<file path="config.mk">
export PLATFORM = sky130hd
export DESIGN_NAME = cam_pixel_assembler_flat
export DESIGN_NICKNAME = d
export VERILOG_FILES = /design/src/rtl/cam_pkg.sv /design/src/rtl/cam_pixel_assembler_if.sv /design/src/rtl/cam_sync_edge.sv /design/src/rtl/cam_pixel_assembler.sv /design/src/flat_wrapper.sv
export SDC_FILE = /design/constraint.sdc
export NUM_CORES = 1
export LEC_CHECK = 0
export CAP_MARGIN = 20
export CORE_ASPECT_RATIO = 1.4
export CORE_MARGIN = 1.5
export CORE_UTILIZATION = 54
export CTS_CLUSTER_SIZE = 25
export DETAILED_ROUTE_END_ITERATION = 10
export PLACE_DENSITY_LB_ADDON = 0.3
export SETUP_SLACK_MARGIN = 0.05
export SKIP_CTS_REPAIR_TIMING = 1
export SYNTH_ARGS = -nofsm -noshare
export SYNTH_HDL_FRONTEND = slang
export SYNTH_SLANG_ARGS = --single-unit
</file>
<file path="constraint.sdc">
create_clock -name CAM_pclk -period 2.7 [get_ports CAM_pclk]
set_clock_uncertainty 0.1 [all_clocks]
set_input_delay 0.675 -clock CAM_pclk [delete_from_list [all_inputs] [get_ports CAM_pclk]]
set_output_delay 0.675 -clock CAM_pclk [all_outputs]
set_load 0.02 [all_outputs]
</file>
<file path="src/rtl/cam_pkg.sv">
`default_nettype none
// ============================================================================
// Module  : cam_pkg
// Brief   : Shared types and constants for the camera capture front-end.
// Rev     : 1.0
// ============================================================================
package cam_pkg;

    typedef enum logic [2:0] {
        ST_IDLE      = 3'd0,
        ST_WAIT_VS   = 3'd1,
        ST_WAIT_LINE = 3'd2,
        ST_BYTE_HI   = 3'd3,
        ST_BYTE_LO   = 3'd4,
        ST_DONE      = 3'd5
    } cam_state_t;

    localparam int c_R_MSB = 11;
    localparam int c_R_LSB = 8;
    localparam int c_G_MSB = 7;
    localparam int c_G_LSB = 4;
    localparam int c_B_MSB = 3;
    localparam int c_B_LSB = 0;

    localparam int c_DEF_WIDTH  = 160;
    localparam int c_DEF_HEIGHT = 120;

    // First byte carries R in its low nibble, second byte carries {G,B}.
    function automatic logic [11:0] rgb444_pack(input logic [3:0] r, input logic [7:0] gb);
        logic [11:0] p;
        p = '0;
        p[c_R_MSB:c_R_LSB] = r;
        p[c_G_MSB:c_G_LSB] = gb[7:4];
        p[c_B_MSB:c_B_LSB] = gb[3:0];
        return p;
    endfunction

endpackage
`default_nettype wire

</file>
<file path="src/rtl/cam_pixel_assembler_if.sv">
`default_nettype none
// ============================================================================
// Module  : cam_pixel_assembler_if
// Brief   : Assembled pixel stream with coordinates and frame/line markers.
// Rev     : 1.0
// ============================================================================
interface cam_pixel_assembler_if #(
    parameter int XW = 8,
    parameter int YW = 7
);
    logic          px_valid;
    logic [11:0]   px_data;
    logic [XW-1:0] px_x;
    logic [YW-1:0] px_y;
    logic          frame_start;
    logic          line_end;
    logic          frame_end;

    modport master (
        output px_valid, px_data, px_x, px_y, frame_start, line_end, frame_end
    );

    modport slave (
        input  px_valid, px_data, px_x, px_y, frame_start, line_end, frame_end
    );
endinterface
`default_nettype wire

</file>
<file path="src/rtl/cam_sync_edge.sv">
`default_nettype none
// ============================================================================
// Module  : cam_sync_edge
// Brief   : Registers VSYNC/HREF/enable and produces edge strobes.
// Rev     : 1.0
// ============================================================================
module cam_sync_edge (
    input  wire logic clk,
    input  wire logic rst,
    input  wire logic i_vsync,
    input  wire logic i_href,
    input  wire logic i_enable,
    output logic      o_vs_rise,
    output logic      o_href_fall,
    output logic      o_en_rise
);
    logic r_vsync;
    logic r_href;
    logic r_enable;
    logic r_en_low_seen;

    // An enable held high across reset must go low once before it can arm.
    always_ff @(posedge clk or posedge rst) begin
        if (rst) begin
            r_vsync       <= 1'b0;
            r_href        <= 1'b0;
            r_enable      <= 1'b0;
            r_en_low_seen <= 1'b0;
        end else begin
            r_vsync       <= i_vsync;
            r_href        <= i_href;
            r_enable      <= i_enable;
            r_en_low_seen <= r_en_low_seen | ~i_enable;
        end
    end

    assign o_vs_rise   = i_vsync & ~r_vsync;
    assign o_href_fall = ~i_href & r_href;
    assign o_en_rise   = i_enable & ~r_enable & r_en_low_seen;

endmodule
`default_nettype wire

</file>
<file path="src/rtl/cam_pixel_assembler.sv">
`default_nettype none
// ============================================================================
// Module  : cam_pixel_assembler
// Brief   : Frames the camera byte stream and assembles RGB444 pixels.
// Rev     : 1.0
// ============================================================================
module cam_pixel_assembler
    import cam_pkg::*;
#(
    parameter int WIDTH  = c_DEF_WIDTH,
    parameter int HEIGHT = c_DEF_HEIGHT,
    parameter int XW     = 8,
    parameter int YW     = 7
) (
    input  wire logic            CAM_pclk,
    input  wire logic            CAM_reset,
    input  wire logic            enable,
    input  wire logic            CAM_vsync,
    input  wire logic            CAM_href,
    input  wire logic [7:0]      CAM_px_data,
    cam_pixel_assembler_if.master px,
    output logic                 busy,
    output logic                 done,
    output logic                 len_err
);
    // One extra bit lets the counters hold WIDTH/HEIGHT when saturated.
    localparam logic [XW:0] c_W = (XW+1)'(WIDTH);
    localparam logic [YW:0] c_H = (YW+1)'(HEIGHT);

    logic w_vs_rise;
    logic w_href_fall;
    logic w_en_rise;

    cam_sync_edge u_sync_edge (
        .clk         (CAM_pclk),
        .rst         (CAM_reset),
        .i_vsync     (CAM_vsync),
        .i_href      (CAM_href),
        .i_enable    (enable),
        .o_vs_rise   (w_vs_rise),
        .o_href_fall (w_href_fall),
        .o_en_rise   (w_en_rise)
    );

    cam_state_t    r_state;
    logic [XW:0]   r_x;
    logic [YW:0]   r_y;
    logic [3:0]    r_red;
    logic          r_px_valid;
    logic [11:0]   r_px_data;
    logic [XW-1:0] r_px_x;
    logic [YW-1:0] r_px_y;
    logic          r_frame_start;
    logic          r_line_end;
    logic          r_frame_end;
    logic          r_busy;
    logic          r_done;
    logic          r_len_err;

    logic [XW:0]   w_x_inc;
    logic [YW:0]   w_y_inc;

    assign w_x_inc = (r_x == c_W) ? r_x : r_x + 1'b1;
    assign w_y_inc = (r_y == c_H) ? r_y : r_y + 1'b1;

    always_ff @(posedge CAM_pclk or posedge CAM_reset) begin
        if (CAM_reset) begin
            r_state       <= ST_IDLE;
            r_x           <= '0;
            r_y           <= '0;
            r_red         <= '0;
            r_px_valid    <= 1'b0;
            r_px_data     <= '0;
            r_px_x        <= '0;
            r_px_y        <= '0;
            r_frame_start <= 1'b0;
            r_line_end    <= 1'b0;
            r_frame_end   <= 1'b0;
            r_busy        <= 1'b0;
            r_done        <= 1'b0;
            r_len_err     <= 1'b0;
        end else begin
            r_px_valid    <= 1'b0;
            r_frame_start <= 1'b0;
            r_line_end    <= 1'b0;
            r_frame_end   <= 1'b0;

            case (r_state)
                ST_IDLE, ST_DONE: begin
                    if (w_en_rise) begin
                        r_len_err <= 1'b0;
                        r_x       <= '0;
                        r_y       <= '0;
                        r_busy    <= 1'b1;
                        r_done    <= 1'b0;
                        r_state   <= ST_WAIT_VS;
                    end
                end

                ST_WAIT_VS: begin
                    if (w_vs_rise) r_state <= ST_WAIT_LINE;
                end

                ST_WAIT_LINE: begin
                    if (w_vs_rise && (r_y != '0)) begin
                        r_frame_end <= 1'b1;
                        if (r_y != c_H) r_len_err <= 1'b1;
                        r_busy  <= 1'b0;
                        r_done  <= 1'b1;
                        r_state <= ST_DONE;
                    end else if (CAM_href && !CAM_vsync) begin
                        r_red <= CAM_px_data[3:0];
                        if (r_y == '0) r_frame_start <= 1'b1;
                        r_state <= ST_BYTE_LO;
                    end
                end

                ST_BYTE_HI, ST_BYTE_LO: begin
                    if (w_vs_rise || w_href_fall) begin
                        // Line close; a VSYNC edge also closes the frame this cycle.
                        if ((r_state == ST_BYTE_LO) || (r_x != c_W)) r_len_err <= 1'b1;
                        if (r_y < c_H) r_line_end <= 1'b1;
                        r_y <= w_y_inc;
                        r_x <= '0;
                        if (w_vs_rise) begin
                            r_frame_end <= 1'b1;
                            if (w_y_inc != c_H) r_len_err <= 1'b1;
                            r_busy  <= 1'b0;
                            r_done  <= 1'b1;
                            r_state <= ST_DONE;
                        end else begin
                            r_state <= ST_WAIT_LINE;
                        end
                    end else if (r_state == ST_BYTE_HI) begin
                        r_red   <= CAM_px_data[3:0];
                        r_state <= ST_BYTE_LO;
                    end else begin
                        if ((r_x < c_W) && (r_y < c_H)) begin
                            r_px_valid <= 1'b1;
                            r_px_data  <= rgb444_pack(r_red, CAM_px_data);
                            r_px_x     <= r_x[XW-1:0];
                            r_px_y     <= r_y[YW-1:0];
                        end else begin
                            r_len_err <= 1'b1;
                        end
                        r_x     <= w_x_inc;
                        r_state <= ST_BYTE_HI;
                    end
                end

                default: r_state <= ST_IDLE;
            endcase
        end
    end

    assign px.px_valid    = r_px_valid;
    assign px.px_data     = r_px_data;
    assign px.px_x        = r_px_x;
    assign px.px_y        = r_px_y;
    assign px.frame_start = r_frame_start;
    assign px.line_end    = r_line_end;
    assign px.frame_end   = r_frame_end;
    assign busy           = r_busy;
    assign done           = r_done;
    assign len_err        = r_len_err;

endmodule
`default_nettype wire
</file>
<file path="src/flat_wrapper.sv">
// flat-port wrapper written by rule: the top's interface ports become plain ports
module cam_pixel_assembler_flat import cam_pkg::*;
#(
    parameter int WIDTH  = c_DEF_WIDTH,
    parameter int HEIGHT = c_DEF_HEIGHT,
    parameter int XW     = 8,
    parameter int YW     = 7
)
  (CAM_pclk, CAM_reset, enable, CAM_vsync, CAM_href, CAM_px_data, busy, done, len_err, px_px_valid, px_px_data, px_px_x, px_px_y, px_frame_start, px_line_end, px_frame_end);
  cam_pixel_assembler_if #(.XW(XW), .YW(YW)) px_i ();
  input  wire logic CAM_pclk;
  input  wire logic CAM_reset;
  input  wire logic enable;
  input  wire logic CAM_vsync;
  input  wire logic CAM_href;
  input  wire logic [7:0] CAM_px_data;
  output logic busy;
  output logic done;
  output logic len_err;
  output wire logic [$bits(px_i.px_valid)-1:0] px_px_valid;
  output wire logic [$bits(px_i.px_data)-1:0] px_px_data;
  output wire logic [$bits(px_i.px_x)-1:0] px_px_x;
  output wire logic [$bits(px_i.px_y)-1:0] px_px_y;
  output wire logic [$bits(px_i.frame_start)-1:0] px_frame_start;
  output wire logic [$bits(px_i.line_end)-1:0] px_line_end;
  output wire logic [$bits(px_i.frame_end)-1:0] px_frame_end;
  assign px_px_valid = px_i.px_valid;
  assign px_px_data = px_i.px_data;
  assign px_px_x = px_i.px_x;
  assign px_px_y = px_i.px_y;
  assign px_frame_start = px_i.frame_start;
  assign px_line_end = px_i.line_end;
  assign px_frame_end = px_i.frame_end;
  cam_pixel_assembler #(.WIDTH(WIDTH), .HEIGHT(HEIGHT), .XW(XW), .YW(YW)) u_core (.CAM_pclk(CAM_pclk), .CAM_reset(CAM_reset), .enable(enable), .CAM_vsync(CAM_vsync), .CAM_href(CAM_href), .CAM_px_data(CAM_px_data), .px(px_i), .busy(busy), .done(done), .len_err(len_err));
endmodule
</file>
==> results of run 1 <==
-- per-layer routing --
layer / part of all wire, % / vias up / global-route usage [%] / wire length [µm]
met1: 40 / 1235 / 31.6 / 2730
li1: - / 1172 / - / -
met2: 52 / 91 / 40.2 / 3630
met3: 5.8 / 13 / 6.50 / 399
met4: 2.2 / 0 / 13.9 / 150
met5: 0 / - / 0 / 0
-- cells by family after synthesis --
| kind of cell | count (synthesis) | synth area share (%) |
|---|---|---|
| AO/OA/AOI/OAI | 71 | 13.9 |
| adder cells (fa/ha/maj) | 4 | 1.58 |
| multiplexers | 35 | 12.4 |
| XOR/XNOR | 5 | 1.39 |
| flip-flops | 62 | 49.1 |
| AND/OR/NAND/NOR | 95 | 17.1 |
| buffers and inverters | 24 | 4.48 |
-- state kept, by name, summed over array words and instances (netlist names), 3 cells and up --
register and flops:
u_core.px.px_data 12, u_core.r_x 9, u_core.px.px_x 8, u_core.r_y 8, u_core.px.px_y 7, u_core.r_red 4, u_core.r_state 3
-- through the flow --
stage,power (W),std cells,worst slack (ns),area (µm²),setup TNS [ns]
3_5_place_dp,0.00283,411,-0.0369,3750,-0.258
4_1_cts,0.00364,427,0.0889,3940,0
6_report,0.00361,427,0.244,3940,0
2_1_floorplan,0.00225,296,0.317,3160,0
5_1_grt,0.00384,427,0.106,3940,0
3_3_place_gp,0.00279,411,0.0201,3750,0
-- synth_stat cells (4+ instances only) --
| cell type | number | area, µm² |
|---|---|---|
| dfrtp_1 | 62 | 1550 |
| nor2_1 | 31 | 116 |
| mux2_2 | 30 | 338 |
| o21ai_0 | 29 | 145 |
| a21oi_1 | 17 | 85.1 |
| nand2_1 | 14 | 52.6 |
| nand2b_1 | 9 | 56.3 |
| inv_1 | 7 | 26.3 |
| o31ai_1 | 6 | 45.0 |
| buf_2 | 5 | 25.0 |
| nand3_1 | 5 | 25.0 |
| and3_1 | 4 | 25.0 |
| buf_4 | 4 | 30.0 |
| buf_6 | 4 | 45.0 |
| ha_1 | 4 | 50.1 |
| mux2_1 | 4 | 45.0 |
| nor2b_1 | 4 | 25.0 |
| xor2_1 | 4 | 35.0 |
-- power by group through the flow --
stage	clock (W)	sequential, W	combinational, W
finish	0.000791	0.00136	0.00146
global route	0.000848	0.00139	0.00159
CTS	0.000809	0.00136	0.00147
detailed placement	0	0.00137	0.00145
global placement	0	0.00136	0.00143
floorplan	0	0.00147	0.000776
-- final timing paths --
check | endpoint | slack [ns] | cells after the start
worst max-delay path | u_core.len_err | 0.24 | 7
worst min-delay path | u_core.px.px_data[4] | 0.39 | 1
worst max register to register | u_core.len_err | 0.24 | 7
worst min register to register | u_core.px.px_data[4] | 0.39 | 1
max in group asynchronous | u_core.u_sync_edge.r_vsync | 1.61 | 3
min in group asynchronous | u_core.r_red[3] | 0.62 | 3
-- area by class of cell --
cell class,count,area share [%]
flip-flops and latches,62,39.3
multi-input cells,210,37.4
repair buffers,63,15.5
clock buffers,10,3.24
well taps,68,2.16
clock inverters,6,1.55
inverters,8,0.761
-- placed cells by master, fill, tap and decap left out, types with 4 or more instances in the layout --
| cell | instances |
|---|---|
| xor2_1 | 4 |
| inv_1 | 6 |
| nand3_1 | 5 |
| nor2_1 | 31 |
| buf_4 | 15 |
| dfrtp_1 | 62 |
| nand2b_1 | 9 |
| a21oi_1 | 17 |
| nand2_1 | 14 |
| mux2_2 | 30 |
| clkbuf_8 | 9 |
| and3_1 | 4 |
| nor2b_1 | 4 |
| ha_1 | 4 |
| o31ai_1 | 6 |
| clkdlybuf4s50_1 | 46 |
| o21ai_0 | 29 |
| mux2_1 | 4 |
==> metrics.cfg, run 1 <==
[finish]
area_growth_pct=24.9
nets=371
fill_cells=435
drive_gt1_share_pct=21.4
multi_input_area_um2=1480
antenna_cells=0
post-route-util_pct=70.9
regArea_um2=1550

[synth]
synthFlopType=dfrtp_1
synth_area_per_cell_um2=10.7
synth_fp_nets=313
syn_inst=296
yosysUniqueCellTypes=59
seq_area_frac_synth_pct=49.1
yosys_register_bits=62
synth_edf_count=0
syn_area_um2=3160
synth_warnings=0
async_flop_share_pct=100

[drt]
via_per_inst=5.88
dr_total_vias=2511
wl_um=6910
drt_iter0_drc=149
drtPass1Iterations=4
drc=0
wl_per_cell_um=16.2
antenna_left=0

[status]
status=completed

[placed_design]
place_hpwl_um=4950
place_congestion=0.832
port-buffer-count=46

[floorplan]
coreArea_um2=5570
die_x_um=67.6
fp-row-count=32
die_h_um=93.5
initial_core_util_pct=56.7
io_pins=47
die_area_um2=6320

[pwr]
p_sw_share_pct=36.1
power.share.clock_pct=21.9
power.leakage_nw=1.73
powerDensity_nw_per_um2=916
p_int_w=0.00231
ir_drop_uv=611
seq_power_share_pct=37.7
combPwrFrac_pct=40.4
switchingPower_w=0.00130

[critical_path]
path_class=flip-flop to flip-flop
cpPeakStageDelay_ns=0.52
critPathLaunch=u_core.r_y[1]
path_cells=ha_1, xor2_1, nor3_1, mux2_1, a311oi_1, or4_1, mux2_2
crit_slowest_cell=or4_1
crit_buf_inv=0
worst_setup_path_end_kind=flip-flop
critPathArrivalTime_ns=2.59
worstPathMaxFanout=9
crit_required_ns=2.83
reg2reg_from=u_core.r_y[1]
path_delay_family=simple AND/OR/NAND/NOR gates
critPathLaunchType=flip-flop

[run]
max_cap_viol_count=0

[clock_tree]
cts.reportedPaths.clkPinSlew_ns=0.07
clock_latency_ns=0.34
clock-sinks=62
numCtsBuffers=9
clockBufferDepth=2
cts-root-buf=clkbuf_8
cts_tree=yes
htreeDepth=3

[hold_path]
min_from=u_core.px.px_data[4]
min_path_type=flip-flop to flip-flop

[grt]
track_usage_pct=25.6
grt.overflow.total=0
grt_max_degree=63
antenna_found_initial=0
grt_pass1_wl_um=12100
grt_pass1_vias=2582

[sta]
max_freq_ghz=0.407
min_period_over_period_pct=91.0
slew_violations=0
period_needed_ns=2.46
hold_ws_ns=0.394
tightestPinTransition_ns=0.749
rsz0062_at_grt=no
slew_headroom_pct=49.7
hold_viol_final=0
setup_violations=0

No activity file was read; power rests on OpenSTA's default activity.
==> run 2, diff against run 1 <==
--- a/config.mk
+++ b/config.mk
@@ -11,6 +11,7 @@
 export CORE_UTILIZATION = 54
 export CTS_CLUSTER_SIZE = 25
 export DETAILED_ROUTE_END_ITERATION = 10
+export MAX_ROUTING_LAYER = met4
 export PLACE_DENSITY_LB_ADDON = 0.3
 export SETUP_SLACK_MARGIN = 0.05
 export SKIP_CTS_REPAIR_TIMING = 1
==> run 2 against run 1 <==
  * Wire length is 0.95% higher
  * Sequential power barely moved
  * Critical path depth stayed put
  * Global-route usage increased by 0.68 points
  * Via count grew 1.0%
  * Worst hold slack worse by 0.0011 ns
  * First-iteration DRC count grew 1.3%
  * Sequential cell count unchanged
  * Die area did not move
  * Largest power group unchanged
  * Cell area unchanged
  * Sequential share of layout area unchanged
==> metrics.cfg, run 2 (synthesis gave the netlist of run 1 again) <==
[drt]
wl_um=6980
drc=0
wl_per_cell_um=16.3
dr_total_vias=2537
antenna_left=0
via_per_inst=5.94
drtPass1Iterations=5
drt_iter0_drc=151

[sta]
hold_viol_final=0
setup_violations=0
slew_violations=0
final.setup.worst_slack_ns=0.245
rsz0062_at_grt=no
max_freq_ghz=0.407
min_period_over_period_pct=90.9
tns_ns=0
period_needed_ns=2.45
tightestPinTransition_ns=0.755
slew_headroom_pct=49.4

[floorplan]
coreArea_um2=5570
fp-row-count=32
io_pins=47
die_h_um=93.5
die_x_um=67.6
die_area_um2=6320
initial_core_util_pct=56.7

[placed_design]
placed_cell_area_um2=3750
place_congestion=0.845
port-buffer-count=46
dpl_worst_slack_ns=-0.0369
place_hpwl_um=4950
dp.cells=411

[grt]
grt_pass1_wl_um=12100
grt_use_met2_pct=40.0
grt_max_degree=63
busiest_layer=met2
use_met1_pct=32.2
track_usage_pct=26.3
grt.overflow.total=0
use_met3_pct=5.42
antenna_found_initial=0
grt_pass1_vias=2586

[finish]
largest_register_ffs=12
final_common_cell=dfrtp_1
stdcell_count=427
nets=371
fin_area_um2=3940
area_growth_pct=24.9
antenna_cells=0
final_cell_mix=dfrtp_1 (62), clkdlybuf4s50_1 (46), nor2_1 (31)
regArea_um2=1550
fill_cells=435
multi_input_area_um2=1480
drive_gt1_share_pct=21.4

[pwr]
ir_drop_uv=613
p_int_w=0.00231
p_sw_share_pct=36.2
seq_power_share_pct=37.6
switchingPower_w=0.00131
power.leakage_nw=1.73
powerDensity_nw_per_um2=917
combPwrFrac_pct=40.5
power.share.clock_pct=21.9

[clock_tree]
clock_latency_ns=0.34
numCtsBuffers=9
clock-sinks=62
htreeDepth=3
cts_tree=yes
cts-root-buf=clkbuf_8
clockBufferDepth=2
cts.reportedPaths.clkPinSlew_ns=0.07

[run]
max_cap_viol_count=0

[critical_path]
worst_setup_path_end_kind=flip-flop
critPathLaunchType=flip-flop
path_class=flip-flop to flip-flop
critPathArrivalTime_ns=2.59
ff2ff_setup_slack_ns=0.25
crit_required_ns=2.83
worstPathMaxFanout=9

[hold_path]
min_path_type=flip-flop to flip-flop

[status]
status=completed

run 2: cell type report:
class,count,share of cell area (%)
Timing Repair Buffer,63,15.5
Sequential cell,62,39.3
Clock buffer,10,3.24
Clock inverter,6,1.55
Inverter,8,0.761
Tap cell,68,2.16
Multi-Input combinational cell,210,37.4
run 2: per-layer routing:
layer | part of all wire (%) | wire length, µm | vias to the layer above
met1 | 40 | 2800 | 1229
met2 | 51 | 3570 | 110
met5 | 0 | 0 | -
met3 | 5.8 | 406 | 24
met4 | 2.9 | 199 | 0
li1 | - | - | 1174
run 2: worst paths after layout:
check | depth (start not counted) | start | to
hold / removal | 1 | u_core.u_sync_edge.r_en_low_seen | u_core.u_sync_edge.r_en_low_seen
setup / recovery | 7 | u_core.r_y[1] | u_core.len_err
hold reg to reg | 1 | u_core.u_sync_edge.r_en_low_seen | u_core.u_sync_edge.r_en_low_seen
min in group asynchronous | 3 | CAM_reset | u_core.r_red[3]
setup reg to reg | 7 | u_core.r_y[1] | u_core.len_err
max in group asynchronous | 3 | CAM_reset | u_core.r_x[3]
run 2: critical path, stage by stage, from the launching register on:
cell,delay (ns)
dfrtp_1,0.49
ha_1,0.42
xor2_1,0.13
nor3_1,0.17
mux2_1,0.16
a311oi_1,0.08
or4_1,0.52
mux2_2,0.27
run 2: power by group through the flow:
stage	Combinational (W)	Sequential, W	Clock [W]
after global routing	0.00159	0.00140	0.000848
after global placement	0.00143	0.00136	0
after detailed placement	0.00145	0.00137	0
final	0.00146	0.00136	0.000792
after CTS	0.00147	0.00136	0.000809
after floorplan	0.000776	0.00147	0
run 2: stage by stage:
| stage | power [W] | hold WS, ns | util, % |
|---|---|---|---|
| final | 0.00362 | 0.393 | 70.9 |
| after global routing | 0.00384 | 0.420 | 70.9 |
| after CTS | 0.00364 | 0.397 | 70.8 |
| after detailed placement | 0.00283 | 0.380 | 67.4 |
| after global placement | 0.00279 | 0.364 | 67.4 |
| after floorplan | 0.00225 | 0.350 | - |
==> run 3, diff against run 2 <==
--- a/config.mk
+++ b/config.mk
@@ -9,7 +9,7 @@
 export CORE_ASPECT_RATIO = 1.4
 export CORE_MARGIN = 1.5
 export CORE_UTILIZATION = 54
-export CTS_CLUSTER_SIZE = 25
+export CTS_CLUSTER_SIZE = 14
 export DETAILED_ROUTE_END_ITERATION = 10
 export MAX_ROUTING_LAYER = met4
 export PLACE_DENSITY_LB_ADDON = 0.3
==> results of run 3 <==
Same layout as run 2: the final DEF is identical, and so are final timing and power.
